===== config.mk =====
export PLATFORM = sky130hd
export DESIGN_NAME = tmr_vote_monitor
export DESIGN_NICKNAME = d
export VERILOG_FILES = /design/src/rtl/tmr_vote_monitor.sv
export SDC_FILE = /design/constraint.sdc
export NUM_CORES = 1
export LEC_CHECK = 0
export CORE_ASPECT_RATIO = 0.7
export CORE_MARGIN = 2
export CORE_UTILIZATION = 40
export CTS_CLUSTER_SIZE = 24
export DETAILED_ROUTE_END_ITERATION = 10
export PLACE_DENSITY = 0.66
export SYNTH_ARGS = -nofsm -noshare
export SYNTH_HDL_FRONTEND = slang
export SYNTH_SLANG_ARGS = --single-unit

===== constraint.sdc =====
create_clock -name c -period 3.9 [get_ports c]
set_clock_uncertainty 0.15 [all_clocks]
set_input_delay 0.39 -clock c [delete_from_list [all_inputs] [get_ports c]]
set_output_delay 0.39 -clock c [all_outputs]
set_load 0.02 [all_outputs]

===== src/rtl/tmr_vote_monitor.sv =====
// Majority vote point for a triplicated register bus, with per-lane SEU
// bookkeeping: sticky fault flags, a saturating error count, persistent-fault detect.

module tmr_lane_persist #(
    parameter int PERSIST = 4
) (
    input  logic c,
    input  logic rst,
    input  logic clr,
    input  logic valid,
    input  logic fault,
    output logic err_flag,
    output logic dead
);
    typedef enum logic [1:0] {ST_OK, ST_SUSPECT, ST_DEAD} state_t;

    localparam logic [3:0] PMAX = 4'(PERSIST);

    state_t     state;
    logic [3:0] pc;
    logic [3:0] pc_base, pc_nxt;
    logic       dead_base, flag_base, dead_nxt;

    // clr wipes history first, then this cycle's observation is folded in
    always_comb begin
        pc_base   = clr ? 4'd0 : pc;
        dead_base = !clr && (state == ST_DEAD);
        flag_base = !clr && err_flag;
        pc_nxt    = pc_base;
        if (valid)
            pc_nxt = fault ? ((pc_base >= PMAX) ? PMAX : pc_base + 4'd1) : 4'd0;
        dead_nxt  = dead_base || (pc_nxt == PMAX);
    end

    always_ff @(posedge c) begin
        if (rst) begin
            state    <= ST_OK;
            pc       <= 4'd0;
            dead     <= 1'b0;
            err_flag <= 1'b0;
        end else begin
            pc       <= pc_nxt;
            dead     <= dead_nxt;
            err_flag <= flag_base || (valid && fault);
            if (dead_nxt)
                state <= ST_DEAD;
            else if (pc_nxt != 4'd0)
                state <= ST_SUSPECT;
            else
                state <= ST_OK;
        end
    end
endmodule

module tmr_vote_monitor #(
    parameter int W       = 8,
    parameter int CW      = 8,
    parameter int PERSIST = 4
) (
    input  logic          c,
    input  logic          rst,
    input  logic          in_valid,
    input  logic [W-1:0]  dA,
    input  logic [W-1:0]  dB,
    input  logic [W-1:0]  dC,
    input  logic          clr,
    output logic [W-1:0]  q,
    output logic          q_valid,
    output logic          tmr_error,
    output logic          multi_fault,
    output logic [2:0]    err_lane,
    output logic [2:0]    lane_dead,
    output logic [CW-1:0] err_cnt
);
    localparam logic [CW-1:0] CMAX = '1;

    logic [2:0][W-1:0] rep;
    logic [W-1:0]      v;
    logic [2:0]        f;
    logic              any_f, multi_f;
    logic [CW-1:0]     cnt_base;

    assign rep     = {dC, dB, dA};
    assign v       = (dA & dB) | (dA & dC) | (dB & dC);
    assign any_f   = |f;
    assign multi_f = (f[0] & f[1]) | (f[0] & f[2]) | (f[1] & f[2]);

    genvar k;
    generate
        for (k = 0; k < 3; k++) begin : g_lane
            assign f[k] = in_valid && (|(rep[k] ^ v));

            tmr_lane_persist #(.PERSIST(PERSIST)) u_lane (
                .c        (c),
                .rst      (rst),
                .clr      (clr),
                .valid    (in_valid),
                .fault    (f[k]),
                .err_flag (err_lane[k]),
                .dead     (lane_dead[k])
            );
        end
    endgenerate

    assign cnt_base = clr ? '0 : err_cnt;

    always_ff @(posedge c) begin
        if (rst) begin
            q           <= '0;
            q_valid     <= 1'b0;
            tmr_error   <= 1'b0;
            multi_fault <= 1'b0;
            err_cnt     <= '0;
        end else begin
            q_valid     <= in_valid;
            tmr_error   <= any_f;
            multi_fault <= multi_f;
            if (in_valid)
                q <= v;
            // saturate rather than wrap so a status read never under-reports
            if (any_f && cnt_base != CMAX)
                err_cnt <= cnt_base + 1'b1;
            else
                err_cnt <= cnt_base;
        end
    end
endmodule


Yosys cells after proc, flatten, opt, wreduce, memory -nomap -nowiden
Index checks and enable logic that the tools add are counted.

Logic and storage cells: 97. Bits in registers: 43. Memory bits (writable): 0. Output and inout bits: 25. Latch bits: 0. Memories kept: 0. ROM bits: 0.

Div/mod/pow operators: 0. Reductions and logical operators: 30. $mul: 0. Order comparisons: 3. Multiplexer cells: 20. Bitwise gates (word level): 13. Shift operators: 0. Eq/ne operators: 7. Add/sub/neg operators: 4.

Operators by type and width (count): 2-to-1 mux 4 bit (12); bitwise AND 8 bit (3); OR reduction 8 bit (3); XOR 8 bit (3); 2-to-1 mux 8 bit (2); OR 8 bit (2); logical AND 1 bit (13); adder 4 x 1 -> 4 bit (second input constant) (3); equality test 4 x 3 -> 1 bit (second input constant) (3); greater-or-equal comparator 4 x 3 -> 1 bit (second input constant) (3); nonzero test 4 bit (3); adder 8 x 1 -> 8 bit (second input constant) (1); != test 8 bit (second input constant) (1); equality test 2 bit (second input constant) (3); logical OR 1 bit (6); 2-to-1 mux 2 bit (3); OR reduction 2 bit (3); bitwise AND 1 bit (3); 2-to-1 mux 1 bit (3); OR reduction 3 bit (1); OR 1 bit (2); logical NOT 1 bit (1).

Depth between registers and ports, before layout
Gate-level depths: netlist of run 1.

Depth after elaboration: 11. Gate-level depth with buffers: 9. Gate-level depth less buffers: 8.

Modules after synthesis
Synthesis of run 1 repeated with hierarchy kept, for this count alone.

Cell total of the unflattened synthesis: 285. Area, all modules: 2387.3 µm².

Modules (own cells, without submodules): tmr_vote_monitor (cells an instance 180, seq. area each 380.4 µm², area an instance 1415.1 µm², instances 1); tmr_lane_persist (cells an instance 35, seq. area each 140.1 µm², area an instance 324.1 µm², instances 3).

Worst setup path after synthesis of run 1
No wires, ideal clock.

Path type: in2reg. Start point: input port clr. End point: register err_cnt[0]. Path slack: 1358 ps. Arrival time: 2271 ps. Library setup time: 121 ps. Stages: 8. Data required time: 3629 ps. Cells stage by stage: clkbuf_1 -> buf_1 -> nor2b_1 -> ha_1 -> and3_1 -> a31oi_1 -> a21boi_2 -> mux2_4.

Longest elaborated chain between the ends: 4. Elaborated cells on any way between the ends: 5.

RTL lines: start, declared (RTL line 66) `input logic clr,`; 2-to-1 mux 8 bit * (RTL line 105) `assign cnt_base = clr ? '0 : err_cnt;`; parallel branches: the longest is 2 deep, another holds adder 8 x 1 -> 8 bit; 2-to-1 mux 8 bit * (RTL line 121) `if (any_f && cnt_base != CMAX)`; end signal, assigned (RTL line 122) `err_cnt <= cnt_base + 1'b1;`; end signal, assigned (RTL line 124) `err_cnt <= cnt_base;`; end, declared (RTL line 73) `output logic [CW-1:0] err_cnt`.

Mark *: on every way between the ends. A chain may end at the register's enable or synchronous reset.

Worst setup path after layout of run 1
Start point: input port clr. End point: register err_cnt[3].

The elaborated chain is that of the path after synthesis.

==> results.md, run 1 <==
- Via/cell ratio: around 5.6
- Largest cells by area after synthesis: dfxtp_1 33%, nor2_1 5.2%, nand2_1 4.7%
- Proportion of layout cells with a drive suffix above 1: 0.0729
- Vias in the first global route: about 1900
- Hold Fails Final Rpt: 0
- Synth top area share: 0.335
- Pre-CTS setup slack: just over 900 ps
- Clk sinks: 40
- Final Worst Setup Slack: roughly 1200 ps
- ANT cells: 0
- Routed wire per std cell: roughly 14 µm
- Crit path launch type: input port
- Min Tclk post-route: between 2000 and 3000 ps
- Num CTS Buffers: 5
- Setup_tns: 0 ps
- # hold bufs at CTS: 0
- CTS tree: yes
- Gpl congestion: just over 0.8
- Crit path cell chain: clkdlybuf4s50_1 -> nor2b_1 -> ha_1 -> and3_1 -> a31oi_1 -> nand2_1 -> a21oi_1 -> mux2_1
- Crit. End Element: register
- Synth area leader: dfxtp_1
- RSZ-0062 raised after global routing: no
- Async S/R FF share, synth: 0
- Fmax: around 370 MHz
- Max_slew headroom: 0.552
- Req. time, crit path: 3930 ps
- Max-slew violations: 0
- Die W: between 90 and 100 µm
- Status: complete, no violations
- Post-synthesis sequential area ratio: 0.335
- Hold/Removal Path Class: register to register
- Final period util: 0.688
- Global-route usage over all layers: 0.183
- Arrival time worst endpoint: roughly 2700 ps
- Clock transition at path regs: approximately 80 ps
- Num rows: 23
- Post-CTS setup buffer count: 0
- Area occupied by multi-input gates: 1470 µm²
- Max Cap Viol: 0
- Fin cells: around 420
- # port buffers: 52
- Main synth FF type: dfxtp_1
- Slowest cell delay on critical path: approximately 700 ps
- Worst Path Max Fanout: 10
- Clk buf depth: 2
- Die area: 6630 µm²
- Placed cells: between 400 and 500
- Antenna violations before repair: 0
- Total power: 1040 µW
- # resized after CTS: 0
- # H-tree levels: 2
- Commonest cells after routing, fill and taps aside: 52 x clkdlybuf4s50_1, 40 x dfxtp_1, 33 x nor2_1
- Area Growth Syn to Fin: 28.6%
- Mapped Nets: approximately 330
- PD cells: 338 nW/µm²
- Leading cell type in the layout, fill and taps excluded: clkdlybuf4s50_1
- Peak supply drop: 0.163 mV
- Final setup viols: 0
- Slew @ Worst Pin: roughly 670 ps
- Yosys synthesis warning count: 0
- Path type of the worst setup path: input port to register
- Drt first pass iters: 4
- 1st-iter DRT viols: 115
- Final net count: 375
- Filler cell count: ~560
- Post-synthesis instance total: around 300
- Initial core utilization: 0.416
- Largest net degree at the start of global routing: 37
- IO Pins: 53
- Drt total wl: between 5000 and 6000 µm
- First-pass GRT wire length: ~9400 µm
- Avg Inst Size Synth: about 8 µm²
- Post-synth EDFFs: 0
- Root buf cell: clkbuf_8
- Clock Latency Late Sink: 290 ps
- Worst hold margin: 325 ps
- Die Y-Extent: between 60 and 70 µm
- Critical-path top delay cell: clkdlybuf4s50_1
- Library cells used by synthesis: 58
- HPWL after DPL: about 4200 µm
- Seq. cell area: around 800 µm²
- Core area: 5760 µm²
- LEAKAGE: roughly 0.0012 µW
- DRC Markers: 0
- Final global-route overflow total: 0
- Routed vias: about 2300
- Synth Cell Area: ~2400 µm²
- Antenna-violating nets left: 0
- Number of synthesized register bits: 40
## stage by stage
step,utilization,area [µm²]
after floorplan,-,2390
after global placement,0.513,2950
after detailed placement,0.513,2950
after CTS,0.535,3080
after global routing,0.535,3080
final,0.535,3080
## metal layers
layer  GRT usage  part of all wire  vias to the layer above
met5           0                 0                        -
met4      0.0423            0.0042                        0
met3      0.0359             0.067                        2
met2       0.266              0.41                       56
met1       0.277              0.52                     1093
li1            -                 -                     1181
## synth_stat cells, types with 2 or more instances
cell and n:
dfxtp_1 40, nor2_1 33, nand2_1 30, a21oi_1 16, o21ai_0 16, nor2b_1 12
nand3b_1 10, nand4_1 9, or3b_2 9, a311oi_1 8, inv_1 8, buf_4 6
clkbuf_1 6, and3_1 5, and3b_1 5, mux2i_1 5, nand2b_1 5, nor3b_1 5
o22ai_1 5, a21o_1 4, a221oi_1 4, buf_1 4, ha_1 4, and2_1 3
o31ai_1 3, a211oi_1 2, a31oi_1 2, nand3_1 2, nand4b_1 2, nor3_1 2
nor4_1 2, o32ai_1 2, or2b_1 2, or3_1 2
## critical path, delay by kind of cell
kind / cells / cell delay (ps)
buf+inv: 1 / 700
compound gates: 2 / 600
simple gates: 3 / 440
fa+ha+maj: 1 / 240
mux: 1 / 340
## logic make-up after synthesis
logic type / count (synthesis) / synth area share
simple gates: 145 / 0.348
compound gates: 74 / 0.210
flops: 40 / 0.335
buf+inv: 26 / 0.0507
mux: 7 / 0.0319
fa+ha+maj: 5 / 0.0251
## path summary, 6_finish.rpt
| path | from | cells past startpoint | slack, ps | endpoint |
|---|---|---|---|---|
| setup reg to reg | err_cnt[0]$_SDFF_PP0_ | 7 | 1680 | err_cnt[3]$_SDFF_PP0_ |
| setup / recovery | clr | 8 | 1220 | err_cnt[3]$_SDFF_PP0_ |
| hold / removal | g_lane[0].u_lane.err_flag$_SDFF_PP0_ | 2 | 320 | g_lane[0].u_lane.err_flag$_SDFF_PP0_ |
| hold reg to reg | g_lane[0].u_lane.err_flag$_SDFF_PP0_ | 2 | 320 | g_lane[0].u_lane.err_flag$_SDFF_PP0_ |
## state kept, by name, summed over array words and instances, names as in the netlist
signal / count
err_cnt: 8
g_lane.u_lane.err_flag: 3
g_lane.u_lane.pc: 12
g_lane.u_lane.state: 6
multi_fault: 1
q: 8
q_valid: 1
tmr_error: 1
## report_power, final
part / total (µW) / internal (µW) / switching [µW] / leakage [µW]
Combinational: 203 / 94.8 / 109 / 0.000786
Clock: 402 / 252 / 150 / 0.0000642
Sequential: 435 / 427 / 8.36 / 0.000328
## final cells by class
cell class / count / area share
Tap cell: 75 / 0.0305
Sequential cell: 40 / 0.260
Clock inverter: 2 / 0.0195
Clock buffer: 5 / 0.0223
Timing Repair Buffer: 56 / 0.179
Inverter: 9 / 0.0110
Multi-Input combinational cell: 231 / 0.478
No activity file was read; power rests on OpenSTA's default activity.
==> run 2, diff against run 1 <==
Clock period 3.9 ns to 2.8 ns, I/O delays scaled along.
==> run 2 against run 1 <==
Non-clock buffer count grew 12; total power up 33%; cell area grew 2.2%; die area stayed put; largest power group unchanged; sequential power grew 39%; combinational power up 49%; critical path type unchanged; global-route usage increased by 1.4 points.
==> results.md, run 2 (synthesis gave the netlist of run 1 again) <==
- Clk buf depth: 2 (unchanged)
- Die Y-Extent: 68.7 µm (unchanged)
- Biggest register: g_lane.u_lane.pc (unchanged)
- LEAKAGE: 0.00123 µW (was 0.00118 µW)
- Arrival time worst endpoint: 2460 ps (was 2710 ps)
- Worst Min Path Start: g_lane[0].u_lane.pc[1]$_SDFF_PP0_ (was g_lane[0].u_lane.err_flag$_SDFF_PP0_)
- Proportion of layout cells with a drive suffix above 1: 0.104 (was 0.0729)
- # hold bufs at CTS: 0 (unchanged)
- Antenna violations before repair: 0 (unchanged)
- WHS Endpoint: g_lane[0].u_lane.pc[1]$_SDFF_PP0_ (was g_lane[0].u_lane.err_flag$_SDFF_PP0_)
- Max Cap Viol: 0 (unchanged)
- # port buffers: 52 (unchanged)
- Req. time, crit path: 2850 ps (was 3930 ps)
- Final global-route overflow total: 0 (unchanged)
- HPWL after DPL: 4490 µm (was 4180 µm)
- Die W: 96.5 µm (unchanged)
- Max-slew violations: 0 (unchanged)
- ANT cells: 0 (unchanged)
- Setup_tns: 0 ps (unchanged)
- DRC Markers: 0 (unchanged)
- Leading cell type in the layout, fill and taps excluded: clkdlybuf4s50_1 (unchanged)
- R2r setup slk: 760 ps (was 1680 ps)
- Clk sinks: 40 (unchanged)
- Drt first pass iters: 4 (unchanged)
- Final period util: 0.863
- Total power: 1390 µW (was 1040 µW)
- Slew @ Worst Pin: 426 ps (was 670 ps)
- Clock transition at path regs: 80 ps (about the same)
- Worst reg2reg path endpoint: err_cnt[5]$_SDFF_PP0_ (was err_cnt[3]$_SDFF_PP0_)
- Crit path launch type: input port (unchanged)
- Root buf cell: clkbuf_8 (unchanged)
- Largest register FFs: 12 (unchanged)
- Hold/Removal Path Class: register to register (unchanged)
- Hold Path Depth: 2 (unchanged)
- Fmax: 414 MHz
- Length in cells of the worst reg-to-reg path: 8 (was 7)
- Num CTS Buffers: 5 (unchanged)
- Biggest regs: g_lane.u_lane.pc x12, err_cnt x8, q x8 (unchanged)
- Crit. End Element: register (unchanged)
- Max_slew headroom: 0.715 (was 0.552)
- Final setup viols: 0 (unchanged)
- Path type of the worst setup path: input port to register (unchanged)
- PD cells: 440 nW/µm² (was 338 nW/µm²)
- Clock Latency Late Sink: 310 ps (was 290 ps)
- Die area: 6630 µm² (unchanged)
- Area Growth Syn to Fin: 31.5% (was 28.6%)
- Via/cell ratio: 5.48 (was 5.58)
- Core area: 5760 µm² (unchanged)
- Vias in the first global route: 2097 (was 1929)
- Worst Path Max Fanout: 8 (was 10)
- CTS tree: yes (unchanged)
- Final Worst Setup Slack: 384 ps (was 1220 ps)
- Gpl congestion: 0.837 (was 0.814)
- Post-CTS setup buffer count: 0 (unchanged)
- 1st-iter DRT viols: 86 (was 115)
- First-pass GRT wire length: 9920 µm (was 9450 µm)
- Num rows: 23 (unchanged)
- Routed vias: 2361 (was 2332)
- Initial core utilization: 0.416 (unchanged)
- FF-to-FF Start: err_cnt[1]$_SDFF_PP0_ (was err_cnt[0]$_SDFF_PP0_)
- Hold Fails Final Rpt: 0 (unchanged)
- Final net count: 387 (was 375)
- Status: complete, no violations (unchanged)
- Drt total wl: 6070 µm (was 5890 µm)
- # resized after CTS: 0 (unchanged)
- Global-route usage over all layers: 0.197 (was 0.183)
- Routed wire per std cell: 14.1 µm (about the same)
- Peak supply drop: 0.174 mV (was 0.163 mV)
- Min Tclk post-route: around 2400 ps
- Antenna-violating nets left: 0 (unchanged)
- Commonest cells after routing, fill and taps aside: 52 x clkdlybuf4s50_1, 40 x dfxtp_1, 33 x nor2_1 (unchanged)
- # H-tree levels: 2 (unchanged)
- Pre-CTS setup slack: 47.9 ps (was 936 ps)
- IO Pins: 53 (unchanged)
- RSZ-0062 raised after global routing: no (unchanged)
- Largest net degree at the start of global routing: 36 (was 37)
## run 2: worst max-delay path: stages
cell	delay, ps
clkdlybuf4s50_1	580
and3b_1	200
nor4_1	310
nand4_1	300
nor3_4	320
a21oi_1	130
mux2_1	340
## run 2: layer usage
layer,wire length (µm),GRT usage
met5,0,0
met4,74,0.0634
met3,307,0.0402
met2,2530,0.298
met1,3160,0.281
## run 2: report_power, final
group	internal, µW	switching [µW]	leakage, µW
logic	144	157	0.000845
registers	594	12.0	0.000328
clock network	265	214	0.0000552
## run 2: final cells by class
class / count / area [µm²]
Sequential cell: 40 / 801
Tap cell: 75 / 93.8
Timing Repair Buffer: 68 / 641
Fill cell: 568 / 2610
Clock buffer: 6 / 72.6
Clock inverter: 2 / 35.0
Multi-Input combinational cell: 231 / 1470
Inverter: 9 / 33.8
## run 2: worst max-delay path by stage
| stage | start | endpoint | slack [ps] | cells after the start |
|---|---|---|---|---|
| floorplan | clr | err_cnt[0]$_SDFF_PP0_ | 370 | 8 |
| global placement | dB[6] | err_cnt[3]$_SDFF_PP0_ | 90 | 7 |
| detailed placement | dB[6] | err_cnt[3]$_SDFF_PP0_ | 50 | 7 |
| CTS | dB[6] | err_cnt[3]$_SDFF_PP0_ | 380 | 7 |
| global route | dA[6] | err_cnt[3]$_SDFF_PP0_ | 170 | 7 |
| finish | dB[6] | err_cnt[3]$_SDFF_PP0_ | 380 | 7 |
## run 2: metrics by stage
stage	std cells	utilization	hold WS [ps]	area, µm²
after floorplan	297	-	291	2390
after global placement	423	0.528	303	3040
after detailed placement	423	0.528	310	3040
after CTS	431	0.547	323	3150
after global routing	431	0.547	334	3150
final	431	0.547	316	3150
